==> config.mk <==
export PLATFORM = sky130hd
export DESIGN_NAME = setup_cfg_flat
export DESIGN_NICKNAME = d
export VERILOG_FILES = /design/src/rtl/setup_cfg_pkg.sv /design/src/rtl/setup_cfg_if.sv /design/src/rtl/senha_valida.sv /design/src/rtl/setup_cfg.sv /design/src/flat_wrapper.sv
export SDC_FILE = /design/constraint.sdc
export NUM_CORES = 2
export LEC_CHECK = 0
export CELL_PAD_IN_SITES_DETAIL_PLACEMENT = 0
export CELL_PAD_IN_SITES_GLOBAL_PLACEMENT = 1
export CORE_MARGIN = 1.5
export CORE_UTILIZATION = 44
export DETAILED_ROUTE_END_ITERATION = 6
export GPL_ROUTABILITY_DRIVEN = 0
export GPL_TIMING_DRIVEN = 0
export PLACE_DENSITY = 0.86
export SLEW_MARGIN = 5
export SYNTH_ARGS = -nofsm -noshare
export SYNTH_HDL_FRONTEND = slang
export SYNTH_SLANG_ARGS = --single-unit
==> constraint.sdc <==
create_clock -name clk -period 21.5 [get_ports clk]
set_clock_uncertainty 0.15 [all_clocks]
set_input_delay 3.225 -clock clk [delete_from_list [all_inputs] [get_ports clk]]
set_output_delay 3.225 -clock clk [all_outputs]
set_load 0.02 [all_outputs]
==> src/rtl/setup_cfg_pkg.sv <==
// Shared types and constants for the setup configuration editor.
// - senhaPac_t    : 20 BCD digits, digit 0 in bits [3:0]
// - bcdPac_t      : six display digits, BCD0 in element 0
// - setupCfgPac_t : full configuration record (committed and work copies)
// - clamp7        : saturate a 7-bit value into [lo, hi]
// - cfg_reset     : power-on configuration
package setup_cfg_pkg;

  localparam int unsigned SENHAS_MAX = 5;
  localparam int unsigned SENHA_DIG  = 20;

  typedef logic [SENHA_DIG*4-1:0] senhaPac_t;
  typedef logic [5:0][3:0]        bcdPac_t;

  typedef struct packed {
    logic                        bip_status;
    logic [6:0]                  bip_time;
    logic [6:0]                  tranca_aut_time;
    senhaPac_t                   senha_master;
    senhaPac_t [SENHAS_MAX-1:0]  senha;
  } setupCfgPac_t;

  // Keypad sentinels: skip field, save now, no-op
  localparam senhaPac_t SENHA_SKIP = {SENHA_DIG{4'hF}};
  localparam senhaPac_t SENHA_SAVE = {SENHA_DIG{4'hB}};
  localparam senhaPac_t SENHA_NONE = {SENHA_DIG{4'hE}};

  localparam senhaPac_t  SENHA_MASTER_RST = {{(SENHA_DIG-4){4'hF}}, 16'h1234};
  localparam logic [3:0] BCD_BLANK        = 4'hB;

  typedef enum logic [2:0] {
    StIdle, StHabBip, StTBip, StTTrc, StSMaster, StSUser, StSave, StAbort
  } state_e;

  function automatic logic [6:0] clamp7(input logic [6:0] v, input logic [6:0] lo,
                                        input logic [6:0] hi);
    if (v < lo) return lo;
    if (v > hi) return hi;
    return v;
  endfunction

  function automatic setupCfgPac_t cfg_reset();
    setupCfgPac_t c;
    c.bip_status      = 1'b1;
    c.bip_time        = 7'd5;
    c.tranca_aut_time = 7'd5;
    c.senha_master    = SENHA_MASTER_RST;
    for (int unsigned i = 0; i < SENHAS_MAX; i++) c.senha[i] = SENHA_SKIP;
    return c;
  endfunction

endpackage

==> src/rtl/setup_cfg_if.sv <==
// Keypad/display/configuration bundle of the setup editor.
// master: keypad side (drives setup_on, digitos_*), observes results.
// slave : setup_cfg block.
interface setup_cfg_if;
  import setup_cfg_pkg::*;

  logic         setup_on;
  senhaPac_t    digitos_value;
  logic         digitos_valid;
  logic         display_en;
  bcdPac_t      bcd_pac;
  setupCfgPac_t data_setup_new;
  logic         data_setup_ok;
  logic         setup_abort;
  logic         entry_err;

  modport master (
    output setup_on, digitos_value, digitos_valid,
    input  display_en, bcd_pac, data_setup_new, data_setup_ok, setup_abort, entry_err
  );

  modport slave (
    input  setup_on, digitos_value, digitos_valid,
    output display_en, bcd_pac, data_setup_new, data_setup_ok, setup_abort, entry_err
  );
endinterface

==> src/rtl/senha_valida.sv <==
// Combinational password check.
// senha : 20-digit keypad entry
// ok    : length within [PW_MIN_DIG, PW_MAX_DIG], digits BCD, rest all F
// len   : count of contiguous non-F digits starting at digit 0
module senha_valida
  import setup_cfg_pkg::*;
#(
  parameter int unsigned PW_MIN_DIG = 4,
  parameter int unsigned PW_MAX_DIG = 12
) (
  input  senhaPac_t  senha,
  output logic       ok,
  output logic [4:0] len
);

  localparam logic [4:0] LenMin = 5'(PW_MIN_DIG);
  localparam logic [4:0] LenMax = 5'(PW_MAX_DIG);

  logic       run;
  logic       dig_ok;
  logic [3:0] d;
  logic [4:0] cnt;

  always_comb begin
    cnt    = '0;
    run    = 1'b1;
    dig_ok = 1'b1;
    d      = '0;
    for (int unsigned i = 0; i < SENHA_DIG; i++) begin
      d = senha[4*i +: 4];
      if (run && d != 4'hF) begin
        cnt = cnt + 5'd1;
        if (d > 4'd9) dig_ok = 1'b0;
      end else begin
        // Past the first F everything must stay F (no gaps)
        run = 1'b0;
        if (d != 4'hF) dig_ok = 1'b0;
      end
    end
    len = cnt;
    ok  = dig_ok && (cnt >= LenMin) && (cnt <= LenMax);
  end

endmodule

==> src/rtl/setup_cfg.sv <==
// Setup configuration editor: walks the operator through bip enable, bip time,
// auto-lock time, master password and NUM_SENHAS user passwords, then commits.
// clk, rst : clock, synchronous active-low reset
// bus      : keypad inputs, display outputs, committed config and status pulses
module setup_cfg
  import setup_cfg_pkg::*;
#(
  parameter int unsigned NUM_SENHAS   = 4,
  parameter int unsigned PW_MIN_DIG   = 4,
  parameter int unsigned PW_MAX_DIG   = 12,
  parameter int unsigned T_MIN        = 5,
  parameter int unsigned T_MAX        = 60,
  parameter int unsigned INACT_CYCLES = 30_000_000
) (
  input logic        clk,
  input logic        rst,
  setup_cfg_if.slave bus
);

  localparam int unsigned    CntW    = (INACT_CYCLES > 2) ? $clog2(INACT_CYCLES) : 1;
  localparam logic [CntW-1:0] CntLast = CntW'(INACT_CYCLES - 1);
  localparam logic [2:0]     IdxLast = 3'(NUM_SENHAS - 1);
  localparam logic [6:0]     TMin    = 7'(T_MIN);
  localparam logic [6:0]     TMax    = 7'(T_MAX);

  state_e          state_q, state_d;
  logic [2:0]      idx_q, idx_d;
  logic [CntW-1:0] cnt_q, cnt_d;
  setupCfgPac_t    work_q, work_d, cfg_q, cfg_d;
  logic            ok_q, abort_q, err_q, err_d;

  senhaPac_t  val;
  logic [3:0] d0, d1;
  logic [6:0] tval;
  logic       edit, advance, pw_ok, pw_accept;
  logic [4:0] pw_len;
  bcdPac_t    bcd;

  assign val  = bus.digitos_value;
  assign d0   = val[3:0];
  assign d1   = val[7:4];
  assign tval = 7'(d1) * 7'd10 + 7'(d0);
  assign edit = state_q inside {StHabBip, StTBip, StTTrc, StSMaster, StSUser};

  senha_valida #(
    .PW_MIN_DIG(PW_MIN_DIG),
    .PW_MAX_DIG(PW_MAX_DIG)
  ) u_senha_valida (
    .senha(val),
    .ok   (pw_ok),
    .len  (pw_len)
  );

  // An empty entry is never a password, even with PW_MIN_DIG = 0
  assign pw_accept = pw_ok & (|pw_len);

  always_comb begin
    state_d = state_q;
    idx_d   = idx_q;
    work_d  = work_q;
    cfg_d   = cfg_q;
    cnt_d   = cnt_q;
    err_d   = 1'b0;
    advance = 1'b0;

    unique case (state_q)
      StIdle: begin
        if (bus.setup_on) begin
          work_d  = cfg_q;
          idx_d   = '0;
          state_d = StHabBip;
        end
      end
      StSave: begin
        cfg_d   = work_q;
        state_d = StIdle;
      end
      StAbort: state_d = StIdle;
      default: begin
        if (bus.digitos_valid) begin
          if (val == SENHA_SKIP) begin
            advance = 1'b1;
          end else if (val == SENHA_SAVE) begin
            state_d = StSave;
          end else if (val != SENHA_NONE) begin
            unique case (state_q)
              StHabBip: begin
                if (d0 <= 4'd1) begin
                  work_d.bip_status = d0[0];
                  advance           = 1'b1;
                end else err_d = 1'b1;
              end
              StTBip, StTTrc: begin
                if (d0 > 4'd9 || d1 > 4'd9) begin
                  err_d = 1'b1;
                end else begin
                  if (state_q == StTBip) work_d.bip_time = clamp7(tval, TMin, TMax);
                  else work_d.tranca_aut_time = clamp7(tval, TMin, TMax);
                  advance = 1'b1;
                end
              end
              StSMaster: begin
                if (pw_accept) begin
                  work_d.senha_master = val;
                  advance             = 1'b1;
                end else err_d = 1'b1;
              end
              StSUser: begin
                if (pw_accept) begin
                  work_d.senha[idx_q] = val;
                  advance             = 1'b1;
                end else err_d = 1'b1;
              end
              default: ;
            endcase
          end
        end
      end
    endcase

    if (advance) begin
      unique case (state_q)
        StHabBip:  state_d = StTBip;
        StTBip:    state_d = StTTrc;
        StTTrc:    state_d = StSMaster;
        StSMaster: begin
          state_d = StSUser;
          idx_d   = '0;
        end
        StSUser: begin
          if (idx_q == IdxLast) state_d = StSave;
          else idx_d = idx_q + 3'd1;
        end
        default: ;
      endcase
    end

    // Any keypad strobe or field change restarts the idle timer
    if (!edit || bus.digitos_valid || state_d != state_q || idx_d != idx_q) begin
      cnt_d = '0;
    end else if (cnt_q == CntLast) begin
      cnt_d   = '0;
      state_d = StAbort;
    end else begin
      cnt_d = cnt_q + 1'b1;
    end
  end

  always_ff @(posedge clk) begin
    if (!rst) begin
      state_q <= StIdle;
      idx_q   <= '0;
      cnt_q   <= '0;
      work_q  <= cfg_reset();
      cfg_q   <= cfg_reset();
      ok_q    <= 1'b0;
      abort_q <= 1'b0;
      err_q   <= 1'b0;
    end else begin
      state_q <= state_d;
      idx_q   <= idx_d;
      cnt_q   <= cnt_d;
      work_q  <= work_d;
      cfg_q   <= cfg_d;
      // Pulses line up with the SAVE/ABORT state cycle
      ok_q    <= (state_d == StSave);
      abort_q <= (state_d == StAbort);
      err_q   <= err_d;
    end
  end

  always_comb begin
    bcd = {6{BCD_BLANK}};
    unique case (state_q)
      StHabBip: begin
        bcd[5] = 4'd1;
        bcd[0] = d0;
      end
      StTBip, StTTrc: begin
        bcd[5] = (state_q == StTBip) ? 4'd2 : 4'd3;
        bcd[1] = d1;
        bcd[0] = d0;
      end
      StSMaster: bcd[5] = 4'd4;
      StSUser:   bcd[5] = 4'd5 + {1'b0, idx_q};
      default: ;
    endcase
  end

  assign bus.display_en     = (state_q != StIdle);
  assign bus.bcd_pac        = bcd;
  assign bus.data_setup_new = cfg_q;
  assign bus.data_setup_ok  = ok_q;
  assign bus.setup_abort    = abort_q;
  assign bus.entry_err      = err_q;

endmodule

==> src/flat_wrapper.sv <==
// flat-port wrapper written by rule: the top's interface ports become plain ports
module setup_cfg_flat import setup_cfg_pkg::*;
#(
  parameter int unsigned NUM_SENHAS   = 4,
  parameter int unsigned PW_MIN_DIG   = 4,
  parameter int unsigned PW_MAX_DIG   = 12,
  parameter int unsigned T_MIN        = 5,
  parameter int unsigned T_MAX        = 60,
  parameter int unsigned INACT_CYCLES = 30_000_000
)
  (clk, rst, bus_setup_on, bus_digitos_value, bus_digitos_valid, bus_display_en, bus_bcd_pac, bus_data_setup_new, bus_data_setup_ok, bus_setup_abort, bus_entry_err);
  setup_cfg_if bus_i ();
  input logic clk;
  input logic rst;
  input wire logic [$bits(bus_i.setup_on)-1:0] bus_setup_on;
  input wire logic [$bits(bus_i.digitos_value)-1:0] bus_digitos_value;
  input wire logic [$bits(bus_i.digitos_valid)-1:0] bus_digitos_valid;
  output wire logic [$bits(bus_i.display_en)-1:0] bus_display_en;
  output wire logic [$bits(bus_i.bcd_pac)-1:0] bus_bcd_pac;
  output wire logic [$bits(bus_i.data_setup_new)-1:0] bus_data_setup_new;
  output wire logic [$bits(bus_i.data_setup_ok)-1:0] bus_data_setup_ok;
  output wire logic [$bits(bus_i.setup_abort)-1:0] bus_setup_abort;
  output wire logic [$bits(bus_i.entry_err)-1:0] bus_entry_err;
  assign bus_i.setup_on = bus_setup_on;
  assign bus_i.digitos_value = bus_digitos_value;
  assign bus_i.digitos_valid = bus_digitos_valid;
  assign bus_display_en = bus_i.display_en;
  assign bus_bcd_pac = bus_i.bcd_pac;
  assign bus_data_setup_new = bus_i.data_setup_new;
  assign bus_data_setup_ok = bus_i.data_setup_ok;
  assign bus_setup_abort = bus_i.setup_abort;
  assign bus_entry_err = bus_i.entry_err;
  setup_cfg #(.NUM_SENHAS(NUM_SENHAS), .PW_MIN_DIG(PW_MIN_DIG), .PW_MAX_DIG(PW_MAX_DIG), .T_MIN(T_MIN), .T_MAX(T_MAX), .INACT_CYCLES(INACT_CYCLES)) u_core (.clk(clk), .rst(rst), .bus(bus_i));
endmodule
==> key figures <==
Worst setup path
  • CP endpoint kind: register
  • Worst path slowest cell: a31oi_4
  • Max stage delay on crit path: 0.85 ns
  • R2R depth: 11
  • Flop-to-flop setup slack: 16.29 ns
  • Signal arrival time at the worst endpoint: 15.27 ns
  • WS Path Type: input pin to register
  • Crit path top cell by count: ha_1
  • R2R Path End: u_core.work_q[267]
  • Worst Path Required: 21.88 ns
  • CP startpoint kind: input pin
  • CP max FO: 10
  • Reg2Reg Launch Point: u_core.state_q[0]

Route
  • Final WL: 179.7 mm
  • Final ANT Viol Nets: 0
  • First-pass DRT Iterations: 6
  • WL per Instance: 24.33 µm
  • Via density: 5.815
  • Remaining design rule violation count: 0
  • Drt initial violations: 4844
  • Via count: 42950

Run status
  • Status: finished clean

Synth
  • #FFs+latches synth: 1024
  • Yosys warns: 0
  • Cell taking the most area after synthesis: dfxtp_1
  • Syn Inst Count: 5306
  • EDFF count, synth: 0
  • Top cells by count, synth: 1558 x nand2_1, 1024 x dfxtp_1, 528 x a21oi_1
  • Yosys cell types: 83
  • Synth Cell Area: 42300 µm²
  • Synthesized area per cell: 7.972 µm²
  • Async S/R FF share, synth: 0%
  • Share of the synthesized area in the top cell type: 48.46%
  • Register area share after synthesis: 48.46%
  • Most common cell in the netlist: nand2_1
  • Largest cells by area after synthesis: dfxtp_1 48%, nand2_1 14%, o211ai_1 8.6%, a21oi_1 6.2%, nand3_1 6.1%
  • Top FF cell, synth: dfxtp_1

Clock tree
  • Clock tree buffer depth: 3
  • Resized cells post-CTS: 0
  • CTS Root Cell: clkbuf_16
  • H-tree Lvls: 3
  • Number of CTS-inserted buffers: 105
  • Clk_lat worst skew: 0.69 ns
  • Clock Sinks: 1024
  • # hold bufs at CTS: 0
  • CTS tree: done
  • Clock-pin slew on the worst setup and hold paths: 0.06 ns
  • Setup Fix Bufs, Post-CTS: 0

Floorplan
  • Initial core utilization: 44.45%
  • I/O Pins: 607
  • FP Rows: 113
  • Die Ht: 313.1 µm
  • Die ar.: 98000 µm²
  • Die width: 313.1 µm
  • Core area: 95150 µm²

Layout
  • Share of cells above drive strength 1: 5.092%
  • # nets final: 6130
  • Area grow syn2layout: 26.63%
  • Design area: 53560 µm²
  • Fill cells: 8798
  • Post-layout util: 56.29%

Timing
  • Setup TNS: 0 ns
  • RSZ-0062 raised after global routing: false
  • Slew @ Worst Pin: 1.469 ns
  • Final setup fails: 0
  • Fin crit share: 69.23%
  • Hold Vio Cnt, Final: 0
  • Tmin final: 14.89 ns
  • Final slew viol count: 0
  • Max-slew headroom: 2.078%
  • Fmax: 67.18 MHz
  • Hold_ws: 0.3024 ns

Flow run
  • Max cap viols: 0

Power
  • Power per cell area: 89.37 nW/µm²
  • Peak VDD IR: 0.00006894 V
  • Static Leak: 23.23 nW
  • Total power: 4.787 mW

Global route
  • Antenna violations before repair: 25
  • GRT Resource Usage Total: 35.24%
  • GRT overflow: 0
  • Vias in the first global route: 39390
  • Largest net degree at the start of global routing: 15
  • First-pass GRT wire length: 260.4 mm

Placed design
  • Port Buffer Count: 592
  • HPWL after DPL: 130.4 mm
  • Post-placement cell area: 49910 µm²

Worst hold path
  • HP Class: register to register
  • Worst Hold Depth: 2
  • Hold EP: u_core.bus.data_setup_new[6]
  • Hold_sp: u_core.work_q[6]
kinds of logic (layout without fill, tap and decap cells):
group / count (synthesis) / count (layout) / synth area share [%]
other cells: 2 / 25 / 0.01775
compound gates: 1186 / 1186 / 17.88
mux: 14 / 14 / 0.3520
simple gates: 2471 / 2471 / 25.67
buf+inv: 521 / 1313 / 5.138
flops: 1024 / 1024 / 48.46
fa+ha+maj: 31 / 31 / 0.9406
xor+xnor: 57 / 57 / 1.538
report_power, final:
group / leakage (nW) / internal, mW / switching, mW
clock network: 1.79 / 1.12 / 0.806
logic: 13.1 / 0.293 / 0.519
registers: 8.38 / 2.00 / 0.0521
registers in the layout, indices dropped and copies added (netlist names):
signal,flops
u_core.bus.data_setup_new,495
u_core.bus.data_setup_ok,1
u_core.bus.entry_err,1
u_core.bus.setup_abort,1
u_core.cnt_q,25
u_core.idx_q,3
u_core.state_q,3
u_core.work_q,495
routing by layer:
metal	track usage (%)	wire (µm)	share of wire (%)
met1	46.52	72840	41
met2	53.27	78170	43
met3	7.152	16940	9.4
met4	20.92	11660	6.5
met5	0	111	0.062
critical path: cells and delay by family:
family                   cells  cell delay (ns)
AO/OA/AOI/OAI               19             4.46
AND/OR/NAND/NOR             13             2.23
adder cells (fa/ha/maj)     10             2.83
XOR/XNOR                     1             0.18
multiplexers                 2             0.16
buffers and inverters        4             2.17
worst max path at each step:
stage	from	to	slack [ns]	cells after the start
2_1_floorplan	bus_digitos_value[0]	u_core.work_q[100]	9.41	47
3_3_place_gp	bus_digitos_value[6]	u_core.work_q[295]	6.19	49
3_5_place_dp	bus_digitos_value[6]	u_core.work_q[319]	6.12	49
4_1_cts	bus_digitos_value[6]	u_core.work_q[319]	6.81	49
5_1_grt	bus_digitos_value[6]	u_core.work_q[249]	5.88	49
6_report	bus_digitos_value[6]	u_core.work_q[267]	6.61	49
final cells by class:
cell class	count	area [µm²]	area share, %
clock inverter	32	392.9	0.7335
clock buffer	166	3231	6.031
timing repair buffer	594	5963	11.13
buffer	505	2136	3.987
sequential	1024	20500	38.27
inverter	16	60.06	0.1121
multi-input combinational	3771	19670	36.71
antenna	13	32.53	0.06073
tap	1265	1583	2.955
layout by cell type, fill, tap and decap left out, types with 9 or more instances in the layout:
cell             Yosys  routed
a211o_1             13      13
nor3_1              23      23
a21oi_1            528     528
nand4_1             47      47
nand2b_1            23      23
clkbuf_16            0     108
nor4bb_1            10      10
nor4_1              19      19
and3_1              20      20
nand3_1            515     515
clkbuf_2             0      18
xor2_1              22      22
o21ai_0             56      56
buf_2               51      51
clkinv_2             0      18
nor2_1              88      88
inv_1               16      16
nand2_1           1558    1558
or3_1               11      11
buf_4               33      33
mux2i_1             10      10
ha_1                27      27
diode_2              0      13
xnor2_1             22      22
clkbuf_8             0      31
and2_0              78      78
nor2b_1              9       9
clkbuf_1           333     342
and4_1              14      14
and2_1              16      16
o211ai_1           482     482
dfxtp_1           1024    1024
buf_1               84      84
clkdlybuf4s50_1      0     592
conb_1               2      12
a21boi_0            23      23
stage by stage:
step	worst slack [ns]	std cells
after detailed placement	6.116	7175
after global placement	6.193	7173
after CTS	6.815	7373
after floorplan	9.411	5316
final	6.615	7386
after global routing	5.876	7379
(Power assumes the default switching activity.)
